$ cat src/rtl/if_stage.sv
// Instruction-fetch stage: issues word fetches under a credit limit, pairs responses with
// their PCs, buffers them in a prefetch FIFO for decode, and flushes on redirect.
module if_stage #(
  parameter logic [31:0] BOOT_ADDR  = 32'h0000_0000,
  parameter int unsigned FIFO_DEPTH = 2
) (
  input  logic        clk,
  input  logic        reset_n,
  output logic        instr_req,
  output logic [31:0] instr_addr,
  input  logic        instr_gnt,
  input  logic        instr_rvalid,
  input  logic [31:0] instr_rdata,
  input  logic        instr_err,
  input  logic        redirect_en,
  input  logic [31:0] redirect_pc,
  input  logic        stall_F,
  input  logic        ready_id,
  output logic [31:0] pc_id,
  output logic [31:0] instr_payload,
  output logic        instr_value,
  output logic        instr_fetch_error
);

  localparam int unsigned CW      = $clog2(FIFO_DEPTH + 1);
  localparam int unsigned PW      = $clog2(FIFO_DEPTH);
  localparam logic [CW:0] DEPTH_W = (CW + 1)'(FIFO_DEPTH);

  localparam logic [0:0] ST_BOOT = 1'b0;
  localparam logic [0:0] ST_RUN  = 1'b1;

  typedef logic [CW-1:0] cnt_t;
  typedef logic [PW-1:0] ptr_t;

  // Control state
  logic [0:0]  state_q, state_d;
  logic [31:0] fetch_pc_q, fetch_pc_d;
  logic        req_hold_q, req_hold_d;
  logic        redir_pend_q, redir_pend_d;
  logic [31:0] redir_pc_q, redir_pc_d;
  cnt_t        outstanding_q, outstanding_d;
  cnt_t        drop_q, drop_d;

  // PC queue: address of every granted request, popped in order by responses
  logic [31:0] pcq_mem_q [FIFO_DEPTH];
  logic [31:0] pcq_mem_d [FIFO_DEPTH];
  ptr_t        pcq_wptr_q, pcq_wptr_d;
  ptr_t        pcq_rptr_q, pcq_rptr_d;

  // Prefetch FIFO presented to decode
  logic [31:0] fifo_pc_q   [FIFO_DEPTH];
  logic [31:0] fifo_pc_d   [FIFO_DEPTH];
  logic [31:0] fifo_data_q [FIFO_DEPTH];
  logic [31:0] fifo_data_d [FIFO_DEPTH];
  logic        fifo_err_q  [FIFO_DEPTH];
  logic        fifo_err_d  [FIFO_DEPTH];
  ptr_t        fifo_wptr_q, fifo_wptr_d;
  ptr_t        fifo_rptr_q, fifo_rptr_d;
  cnt_t        fifo_count_q, fifo_count_d;

  logic [CW:0] in_use;
  logic        credit_ok;
  logic        grant;
  logic        pop;
  logic        keep;
  logic [31:0] redir_tgt;
  logic [31:0] rsp_pc;
  logic        unused_redirect_lsbs;

  // Requests in flight plus buffered entries may never exceed the FIFO capacity.
  assign in_use    = {1'b0, outstanding_q} + {1'b0, fifo_count_q};
  assign credit_ok = in_use < DEPTH_W;

  assign instr_req  = (state_q == ST_RUN) && (req_hold_q || credit_ok);
  assign instr_addr = fetch_pc_q;

  assign grant     = instr_req && instr_gnt;
  assign pop       = instr_value && ready_id && !stall_F;
  assign keep      = instr_rvalid && (drop_q == '0) && !redirect_en;
  assign redir_tgt = {redirect_pc[31:2], 2'b00};
  assign rsp_pc    = pcq_mem_q[pcq_rptr_q];

  // Word alignment is forced, so the low redirect bits carry no information.
  assign unused_redirect_lsbs = ^redirect_pc[1:0];

  assign instr_value       = fifo_count_q != '0;
  assign pc_id             = fifo_pc_q[fifo_rptr_q];
  assign instr_payload     = fifo_data_q[fifo_rptr_q];
  assign instr_fetch_error = instr_value && fifo_err_q[fifo_rptr_q];

  // NOTE: every variable gets a default at the top of always_comb so no path infers a latch.
  always_comb begin
    state_d      = ST_RUN;
    req_hold_d   = instr_req && !instr_gnt;
    fetch_pc_d   = fetch_pc_q;
    redir_pend_d = redir_pend_q;
    redir_pc_d   = redir_pc_q;

    if (grant) begin
      redir_pend_d = 1'b0;
      if (redirect_en) begin
        fetch_pc_d = redir_tgt;
      end else if (redir_pend_q) begin
        fetch_pc_d = redir_pc_q;
      end else begin
        fetch_pc_d = fetch_pc_q + 32'd4;
      end
    end else if (redirect_en) begin
      // A request already on the bus keeps its address; the new target waits for its grant.
      if (instr_req) begin
        redir_pend_d = 1'b1;
        redir_pc_d   = redir_tgt;
      end else begin
        fetch_pc_d = redir_tgt;
      end
    end
  end

  always_comb begin
    outstanding_d = outstanding_q + cnt_t'(grant) - cnt_t'(instr_rvalid);

    drop_d = drop_q;
    if (instr_rvalid && (drop_q != '0)) begin
      drop_d = drop_d - cnt_t'(1);
    end
    if (grant && redir_pend_q) begin
      drop_d = drop_d + cnt_t'(1);
    end
    if (redirect_en) begin
      drop_d = outstanding_d;
    end
  end

  always_comb begin
    pcq_mem_d  = pcq_mem_q;
    pcq_wptr_d = pcq_wptr_q;
    pcq_rptr_d = pcq_rptr_q;

    if (grant) begin
      pcq_mem_d[pcq_wptr_q] = fetch_pc_q;
      pcq_wptr_d            = pcq_wptr_q + ptr_t'(1);
    end
    if (instr_rvalid) begin
      pcq_rptr_d = pcq_rptr_q + ptr_t'(1);
    end
  end

  always_comb begin
    fifo_pc_d    = fifo_pc_q;
    fifo_data_d  = fifo_data_q;
    fifo_err_d   = fifo_err_q;
    fifo_wptr_d  = fifo_wptr_q;
    fifo_rptr_d  = fifo_rptr_q;
    fifo_count_d = fifo_count_q;

    if (redirect_en) begin
      // Flush leaves the slot contents alone; only occupancy is cleared.
      fifo_count_d = '0;
      fifo_wptr_d  = fifo_rptr_q;
    end else begin
      if (pop) begin
        fifo_rptr_d = fifo_rptr_q + ptr_t'(1);
      end
      if (keep) begin
        fifo_pc_d[fifo_wptr_q]   = rsp_pc;
        fifo_data_d[fifo_wptr_q] = instr_rdata;
        fifo_err_d[fifo_wptr_q]  = instr_err;
        fifo_wptr_d              = fifo_wptr_q + ptr_t'(1);
      end
      fifo_count_d = fifo_count_q + cnt_t'(keep) - cnt_t'(pop);
    end
  end

  // NOTE: sequential state uses non-blocking assignments; the combinational blocks above use blocking.
  always_ff @(posedge clk or negedge reset_n) begin
    if (!reset_n) begin
      state_q       <= ST_BOOT;
      fetch_pc_q    <= BOOT_ADDR;
      req_hold_q    <= 1'b0;
      redir_pend_q  <= 1'b0;
      redir_pc_q    <= '0;
      outstanding_q <= '0;
      drop_q        <= '0;
      // NOTE: the storage arrays are reset because the head slot is visible on pc_id/instr_payload.
      pcq_mem_q     <= '{default: '0};
      pcq_wptr_q    <= '0;
      pcq_rptr_q    <= '0;
      fifo_pc_q     <= '{default: '0};
      fifo_data_q   <= '{default: '0};
      fifo_err_q    <= '{default: 1'b0};
      fifo_wptr_q   <= '0;
      fifo_rptr_q   <= '0;
      fifo_count_q  <= '0;
    end else begin
      state_q       <= state_d;
      fetch_pc_q    <= fetch_pc_d;
      req_hold_q    <= req_hold_d;
      redir_pend_q  <= redir_pend_d;
      redir_pc_q    <= redir_pc_d;
      outstanding_q <= outstanding_d;
      drop_q        <= drop_d;
      pcq_mem_q     <= pcq_mem_d;
      pcq_wptr_q    <= pcq_wptr_d;
      pcq_rptr_q    <= pcq_rptr_d;
      fifo_pc_q     <= fifo_pc_d;
      fifo_data_q   <= fifo_data_d;
      fifo_err_q    <= fifo_err_d;
      fifo_wptr_q   <= fifo_wptr_d;
      fifo_rptr_q   <= fifo_rptr_d;
      fifo_count_q  <= fifo_count_d;
    end
  end

endmodule

$ cat config.mk
export PLATFORM = sky130hd
export DESIGN_NAME = if_stage
export DESIGN_NICKNAME = d
export VERILOG_FILES = /design/src/rtl/if_stage.sv
export SDC_FILE = /design/constraint.sdc
export NUM_CORES = 1
export LEC_CHECK = 0
export BUFFER_PORTS_ARGS = -buffer_cell sky130_fd_sc_hd__buf_2
export CAP_MARGIN = 30
export CELL_PAD_IN_SITES_DETAIL_PLACEMENT = 0
export CELL_PAD_IN_SITES_GLOBAL_PLACEMENT = 1
export CORE_ASPECT_RATIO = 2
export CORE_UTILIZATION = 46
export CTS_CLUSTER_SIZE = 20
export DETAILED_ROUTE_END_ITERATION = 8
export PLACE_DENSITY = 0.83
export SLEW_MARGIN = 20
export SYNTH_ARGS = -nofsm -noshare
export SYNTH_HDL_FRONTEND = slang
export SYNTH_SLANG_ARGS = --single-unit
$ cat constraint.sdc
create_clock -name clk -period 3 [get_ports clk]
set_clock_uncertainty 0.1 [all_clocks]
set_input_delay 0.45 -clock clk [delete_from_list [all_inputs] [get_ports clk]]
set_output_delay 0.45 -clock clk [all_outputs]
set_load 0.02 [all_outputs]
# ---- After elaboration in Yosys (flattened, before gate mapping)
# Cells that the tools add are included.
dict set report classes {
  addsub 12
  magnitude_cmp 7
  n_eq_ne 1
  muxes 36
  bitwise 6
  n_reduce_logical 27
}
# cell n
set ops {}
lappend ops {{32-bit two-way mux} 16}
lappend ops {{64-bit bitwise mux} 3}
lappend ops {{32-bit demux with 1-bit select} 2}
lappend ops {{32-bit by 3-bit adder with 32-bit output (second input constant)} 1}
lappend ops {{1-bit logical AND} 12}
lappend ops {{2-bit nonzero test} 5}
lappend ops {{1-bit two-way mux} 9}
lappend ops {{2-bit >= comparator (second input constant)} 4}
lappend ops {{2-bit two-way mux} 4}
lappend ops {{1-bit NOT with 2-bit output} 4}
lappend ops {{2-bit AND reduction} 4}
lappend ops {{1-bit adder (second input constant)} 4}
lappend ops {{2-bit by 1-bit adder with 2-bit output} 2}
lappend ops {{2-bit by 1-bit < comparator with 1-bit output (second input constant)} 2}
lappend ops {{2-bit by 1-bit subtractor with 2-bit output} 2}
lappend ops {{2-bit by 2-bit adder with 3-bit output} 1}
lappend ops {{1-bit zero test} 3}
lappend ops {{3-bit by 2-bit < comparator with 1-bit output (second input constant)} 1}
lappend ops {{3-bit AND reduction} 1}
lappend ops {{2-bit by 1-bit adder with 2-bit output (second input constant)} 1}
lappend ops {{2-bit bitwise mux} 1}
lappend ops {{2-bit zero test} 1}
lappend ops {{2-bit by 1-bit inequality test with 1-bit output (second input constant)} 1}
lappend ops {{1-bit NOT} 2}
lappend ops {{other kinds (3)} 3}
dict set report word_totals {
  ff_bits 269
  inputBits 72
}

# ---- Longest topological paths before layout
# Gate-level depths: netlist (run 1).
dict set report depth {
  word_depth 8
  mapped_depth 11
  depth_no_buf 10
}

# ---- Worst setup path after synthesis (run 1)
# OpenSTA, ideal clock, no wires.
dict set report synth_path {
  kind {register -> register}
  start {register outstanding_q[1]}
  end {register drop_q[1]}
  setup_ns 0.077
  arrival_ns 2.183
  required_ns 2.823
  slack_ns 0.641
  path_stages_with_launch 12
  n_path_buf 1
  path_cell_list {dfrtp_1 inv_1 fa_1 a21oi_1 nor2_2 buf_2 xor2_1 ha_1 xor2_1 xnor2_1 nand2_1 o21ai_1}
}
dict set report synth_via {
  elab_chain_cells 8
  elab_cells_between_ends 10
  cone_classes {add/sub: 3; order compare: 1; mux: 2; reduce/logical: 4}
}
# item line
set synth_rtl {}
lappend synth_rtl {{start, declared} 41} ;# cnt_t outstanding_q, outstanding_d;
lappend synth_rtl {{start signal, assigned} 200} ;# outstanding_q <= outstanding_d;
lappend synth_rtl {{2-bit by 2-bit adder with 3-bit output} 71} ;# assign in_use = {1'b0, outstanding_q} + {1'b0, fifo_count_q};
lappend synth_rtl {{3-bit by 2-bit < comparator with 1-bit output} 72} ;# assign credit_ok = in_use < DEPTH_W;
lappend synth_rtl {{1-bit logical OR} 74} ;# assign instr_req = (state_q == ST_RUN) && (req_hold_q || credit_ok);
lappend synth_rtl {{1-bit logical AND} 74}
lappend synth_rtl {{1-bit logical AND} 77} ;# assign grant = instr_req && instr_gnt;
lappend synth_rtl {{2-bit by 1-bit adder with 2-bit output *} 120} ;# outstanding_d = outstanding_q + cnt_t'(grant) - cnt_t'(instr_rvalid);
lappend synth_rtl {{2-bit by 1-bit subtractor with 2-bit output *} 120}
lappend synth_rtl {{net outstanding_d[1]} 41}
lappend synth_rtl {{2-bit two-way mux *} 129} ;# if (redirect_en) begin
lappend synth_rtl {{net drop_d[1]} 42} ;# cnt_t drop_q, drop_d;
lappend synth_rtl {{end signal, assigned} 201} ;# drop_q <= drop_d;
lappend synth_rtl {{end, declared} 42}
# The timed path passes the listed nets; every way through them passes the cells marked *.
# A chain may end at the register's enable or synchronous reset.

# ---- Worst setup path after layout (run 1)
dict set report layout_path {
  start {register fifo_count_q[1]}
  end {output port instr_req}
}
dict set report layout_via {
  elab_chain_cells 4
}
# item line
set layout_rtl {}
lappend layout_rtl {{start, declared} 59} ;# cnt_t fifo_count_q, fifo_count_d;
lappend layout_rtl {{start signal, assigned} 210} ;# fifo_count_q <= fifo_count_d;
lappend layout_rtl {{2-bit by 2-bit adder with 3-bit output} 71}
lappend layout_rtl {{3-bit by 2-bit < comparator with 1-bit output} 72}
lappend layout_rtl {{1-bit logical OR} 74}
lappend layout_rtl {{1-bit logical AND} 74}
lappend layout_rtl {{end, declared} 9} ;# output logic instr_req,
# Every way passes these cells.

==> run_results.csv, run 1 <==
group,metric,value,unit
outcome,status,"complete, no violations",
final_layout,layout_commonest_cell,"dfrtp_1",
synthesis,syn_inst,992,
run,maxCapViolCount,0,
detailed_routing,dr.pass1.iters,7,
final_layout,drive_gt1_frac,0.316,
timing,max_slew_margin,0.553,
final_layout,nets,1221,
worst_setup_path,reg2reg_from,"fifo_count_q[1]",
synthesis,synth.avg_cell_area,12.1,sq um
synthesis,ys.flop_type,"dfrtp_1",
timing,rsz0062_at_grt,"false",
floorplan,ios,171,
worst_setup_path,worst_r2r_endpoint,"instr_addr[31]",
detailed_routing,viasPerCell,5.41,
placed_design,finalWeightedCongestion,0.831,
power_and_ir_drop,power_density,1130,nW/um^2
timing,slew_violations,0,
grt,grt_overflow,0,
final_layout,n_antenna_cell,0,
final_layout,final_cells,1500,
worst_setup_path,r2r_setup_slack,470,ps
synthesis,synth_cell_types,60,
grt,grt_pass1_vias,8530,
power_and_ir_drop,p_total,0.0158,W
detailed_routing,vias,8120,
placed_design,hpwlAfterDp,18800,microns
grt,grt_pass1_wl,43800,microns
clock_network,h-tree-depth,1,
worst_setup_path,critical_path_class,"register to output pin",
synthesis,synth_seq_cells,259,
min_path,hold_depth,2,
clock_network,cts_buffers,23,
timing,fin_setup_tns,0,ps
timing,setup_violations,0,
synthesis,synth-edff-count,0,
timing,tightest_slew,670,ps
placed_design,dpl.cell_count,1457,
grt,antenna_found_initial,0,
floorplan,die_area,26700,sq um
clock_network,cts_tree,"built",
min_path,holdPathEnd,"redir_pc_q[20]",
worst_setup_path,cp-end-kind,"output pin",
final_layout,syn_to_final_growth,16.5,%
synthesis,ys_seq_area_frac,0.541,
synthesis,synth_area_leaders,"dfrtp_1 (54%), mux2_2 (12%), mux2_1 (8.4%), mux2i_1 (2.9%), nand2_1 (2.3%)",
floorplan,fp.dieW,116,microns
clock_network,cts_root_buf,"clkbuf_16",
detailed_routing,drtAntennaViolNets,0,
detailed_routing,drc,0,
min_path,hold_path.class,"primary input to register",
clock_network,clk_latency,520,ps
synthesis,netlist_area,12000,sq um
detailed_routing,detail_route.iter0.violations,406,
synthesis,synth_top_area_share,0.541,
worst_setup_path,required,2450,ps
clock_network,cts_sinks,259,
clock_network,path_clk_slew,70,ps
clock_network,cts_buffer_depth,3,
timing,period_share,0.949,
synthesis,ys_async_sr_fraction,1.00,
synthesis,yosysWarnings,0,
synthesis,synth_area_leader_cell,"dfrtp_1",
worst_setup_path,cp.arrival,2300,ps
final_layout,final_cell_mix,"dfrtp_1 (258), buf_2 (163), mux2_2 (126)",
worst_setup_path,cp_max_fo,6,
min_path,holdCritStartpoint,"redirect_pc[20]",
floorplan,fp-row-count,83,
power_and_ir_drop,p_leak,6.37,nW
worst_setup_path,reg2regPathDepth,7,
detailed_routing,wl_per_cell,17.9,microns
worst_setup_path,startpoint_type,"register",
detailed_routing,wl,26900,microns
power_and_ir_drop,ir_drop,0.623,mV
timing,hold_violations,0,
floorplan,core_area,25700,sq um
timing,fin_crit,2850,ps
floorplan,start_util,0.467,
placed_design,io_buffers,164,
floorplan,die_height,230,microns
grt,grtUsageTotal,0.208,
timing,fmax,0.351,GHz
grt,grt_max_degree,94,
per-stage QoR:
stage | setup WS, ps | util | hold slack [ps] | instance area [sq um]
2_1_floorplan | 641 | - | 54.4 | 12000
3_3_place_gp | 374 | 0.516 | 355 | 13200
3_5_place_dp | 518 | 0.516 | 365 | 13200
4_1_cts | 138 | 0.544 | 24.7 | 13900
5_1_grt | 19.5 | 0.544 | 37.8 | 13900
6_report | 152 | 0.544 | 44.7 | 13900
per-layer routing:
metal | track usage | vias to the layer above | share of wire
met5 | 0 | - | 0
met4 | 0.0881 | 0 | 0.037
met3 | 0.0216 | 60 | 0.038
met2 | 0.379 | 204 | 0.53
met1 | 0.242 | 4035 | 0.39
li1 | - | 3821 | -
flip-flops by register name, indices dropped and copies added (netlist names), 2 cells and up:
name	flops
fifo_data_q	64
drop_q	2
fifo_count_q	2
pcq_mem_q	60
redir_pc_q	30
fifo_err_q	2
fifo_pc_q	60
instr_addr	30
outstanding_q	2
power by group:
| part | switching [W] | internal (W) |
|---|---|---|
| Sequential | 0.00132 | 0.00517 |
| Clock | 0.00127 | 0.00153 |
| Combinational | 0.00357 | 0.00296 |
| Total | 0.00616 | 0.00966 |
timing repair:
action,4_1_cts,5_1_grt
hold endpoints to repair,80,0
buffers inserted,0,0
resized for setup,0,0
hold buffers,1,0
cell usage after synthesis, types with 3 or more instances:
cell type / n
dfrtp_1: 259
mux2_2: 126
mux2_1: 89
nand2_1: 74
a21oi_1: 55
nor2_1: 52
o21ai_0: 42
buf_2: 36
mux2i_1: 35
clkbuf_1: 21
nor3_1: 17
xnor2_1: 17
xor2_1: 16
inv_1: 15
nand3_1: 14
nand4_1: 12
a221o_1: 11
o21ai_1: 9
buf_1: 6
buf_4: 6
a222oi_1: 5
ha_1: 5
o31ai_1: 5
a211oi_1: 4
nand2b_1: 4
nor2b_1: 4
a22oi_1: 3
nor4_1: 3
o22ai_1: 3
worst max-delay path: stages (launching register included):
cell and delay, ps:
dfrtp_1 390, inv_1 70, fa_1 540, a21o_1 230, nand2_1 200, inv_2 160, buf_2 180
area by class of cell:
cell class,count,area (sq um)
Sequential cell,259,6480
Clock inverter,5,31.3
Fill cell,2246,11700
Timing Repair Buffer,192,1140
Tap cell,340,425
Clock buffer,37,668
Multi-Input combinational cell,651,5130
Inverter,16,60.1
cells by family (layout without fill, tap and decap cells):
kind of cell / Yosys count / in the layout / synth area share
AOI/OAI and AO/OA: 154 / 154 / 0.0787
buffers and inverters: 85 / 250 / 0.0323
adders and majority gates: 6 / 6 / 0.00690
and+or+nand+nor: 203 / 203 / 0.0845
muxes: 250 / 250 / 0.231
DFF: 259 / 259 / 0.541
xor gates and xnor gates: 33 / 33 / 0.0241
other: 2 / 5 / 0.000627
worst max path at each step:
| stage | depth (start not counted) | startpoint | slack (ps) | to |
|---|---|---|---|---|
| 3_3_place_gp | 7 | outstanding_q[1] | 370 | instr_addr[31] |
| 5_1_grt | 6 | fifo_count_q[1] | 20 | instr_req |
| 2_1_floorplan | 11 | outstanding_q[1] | 640 | drop_q[1] |
| 4_1_cts | 6 | fifo_count_q[1] | 140 | instr_req |
| 6_report | 6 | fifo_count_q[1] | 150 | instr_req |
| 3_5_place_dp | 7 | fifo_count_q[1] | 520 | instr_addr[31] |
(Power assumes the default switching activity.)
==> run 2, diff against run 1 <==
Settings changed: RECOVER_POWER set to 50.
==> run 2 against run 1 <==
Net effect: non-clock buffer count did not move; die area did not move; hold slack barely moved; via count rose by 0.38%; maximum frequency rose by 0.70%; first-iteration DRC count fell by 4.2%; utilization fell by 0.34 points; cell count barely moved; count of clock-buffer cells in the layout did not move; critical endpoint unchanged; largest cell class unchanged.
==> run_results.csv, run 2 (synthesis results as in run 1) <==
group,metric,value,unit
timing,tightest_slew,1410,ps
clock_network,path_clk_slew,70,ps
placed_design,io_buffers,164,
final_layout,syn_to_final_growth,15.7,%
floorplan,ios,171,
final_layout,fill_cells,2257,
worst_setup_path,cp.depth,6,
clock_network,post_cts.repair.setup_buffers,0,
floorplan,fp.dieW,116,microns
detailed_routing,wl_met2,14200,microns
worst_setup_path,crit_chain,"inv_1, fa_1, a21o_1, nand2_1, inv_2, buf_2",
timing,period_share,0.943,
detailed_routing,dr_wl_met3,1030,microns
final_layout,largest_registers,"fifo_data_q x64, fifo_pc_q x60, pcq_mem_q x60",
clock_network,cts_sinks,259,
clock_network,cts_buffer_depth,3,
grt,antenna_found_initial,0,
final_layout,drive_gt1_frac,0.292,
worst_setup_path,startpoint_type,"register",
final_layout,nets,1221,
floorplan,die_area,26700,sq um
timing,slew_violations,0,
placed_design,hpwlAfterDp,18800,microns
min_path,hold_depth,2,
detailed_routing,drtAntennaViolNets,0,
power_and_ir_drop,power_density,1140,nW/um^2
timing,fmax,0.354,GHz
floorplan,fp-row-count,83,
clock_network,clk_latency,530,ps
final_layout,final_cell_mix,"dfrtp_1 (258), buf_2 (141), mux2_2 (126)",
grt,grt_overflow,0,
placed_design,finalWeightedCongestion,0.831,
timing,setup_violations,0,
final_layout,largest-register,"fifo_data_q",
timing,fin_crit,2830,ps
detailed_routing,detail_route.iter0.violations,389,
timing,max_slew_margin,0.0607,
grt,grtUsageTotal,0.208,
detailed_routing,dr.pass1.iters,5,
outcome,status,"complete, no violations",
detailed_routing,wl_per_cell,17.9,microns
worst_setup_path,cp-end-kind,"output pin",
final_layout,layout_commonest_cell,"dfrtp_1",
timing,fin_setup_tns,0,ps
worst_setup_path,critical_path_class,"register to output pin",
final_layout,largest_reg_flops,64,
floorplan,core_area,25700,sq um
grt,grt_max_degree,94,
clock_network,cts_root_buf,"clkbuf_16",
detailed_routing,wl_met1,10600,microns
floorplan,die_height,230,microns
grt,grt_pass1_vias,8530,
timing,hold_violations,0,
worst_setup_path,critPathTopFamily,"adder cells",
power_and_ir_drop,p_leak,6.27,nW
detailed_routing,wl,26900,microns
clock_network,h-tree-depth,1,
worst_setup_path,slowest_stage,"fa_1",
floorplan,start_util,0.467,
grt,grt_pass1_wl,43800,microns
worst_setup_path,slowest_delay,540,ps
detailed_routing,vias,8151,
detailed_routing,viasPerCell,5.43,
detailed_routing,routed.top_layer,"met4",
detailed_routing,drc,0,
worst_setup_path,reg2regPathDepth,7,
timing,rsz0062_at_grt,"false",
clock_network,cts_buffers,23,
worst_setup_path,cp.arrival,2280,ps
worst_setup_path,required,2450,ps
worst_setup_path,cp_max_fo,6,
min_path,hold_path.class,"primary input to register",
clock_network,cts_tree,"built",
power_and_ir_drop,p_total,0.0158,W
run,maxCapViolCount,0,
power_and_ir_drop,ir_drop,0.619,mV
worst_setup_path,critPathBufInv,3,
## run 2: power breakdown
group	leakage, nW	switching [W]	internal, W	total, W
sequential	3.15	0.00132	0.00517	0.00649
clock	0.340	0.00127	0.00153	0.00280
combinational	2.78	0.00357	0.00291	0.00648
## run 2: final timing paths
path	start	end	slack, ps
max reg2reg	fifo_count_q[1]	instr_addr[31]	490
min	redirect_pc[20]	redir_pc_q[20]	40
min reg2reg	fifo_pc_q[29]	fifo_pc_q[29]	370
min in group asynchronous	reset_n	instr_addr[4]	410
max in group asynchronous	reset_n	fifo_data_q[38]	530
max	fifo_count_q[1]	instr_req	170
## run 2: what timing repair did
item                      CTS  global route
hold buffers                1             0
hold endpoints to repair   80             0
resized for setup           0             0
## run 2: layout make-up
type / count / area (sq um) / share of cell area
Sequential cell: 259 / 6480 / 0.468
Timing Repair Buffer: 192 / 1060 / 0.0764
Clock buffer: 37 / 668 / 0.0482
Clock inverter: 5 / 31.3 / 0.00226
Antenna cell: 1 / 2.50 / 0.000181
Inverter: 16 / 60.1 / 0.00433
Tap cell: 340 / 425 / 0.0307
Multi-Input combinational cell: 651 / 5130 / 0.370
## run 2: stage by stage
step	hold WS (ps)	area, sq um	setup slack [ps]	cells	util
finish	44.4	13900	172	1501	0.540
global route	37.8	13900	19.5	1500	0.540
CTS	24.7	13900	138	1500	0.544
detailed placement	365	13200	518	1457	0.516
global placement	355	13200	374	1456	0.516
floorplan	54.4	12000	641	995	-
## run 2: per-layer routing
layer,GRT usage,up-vias
met4,0.0881,0
met5,0,-
met2,0.379,232
met3,0.0216,61
met1,0.242,4038
li1,-,3820
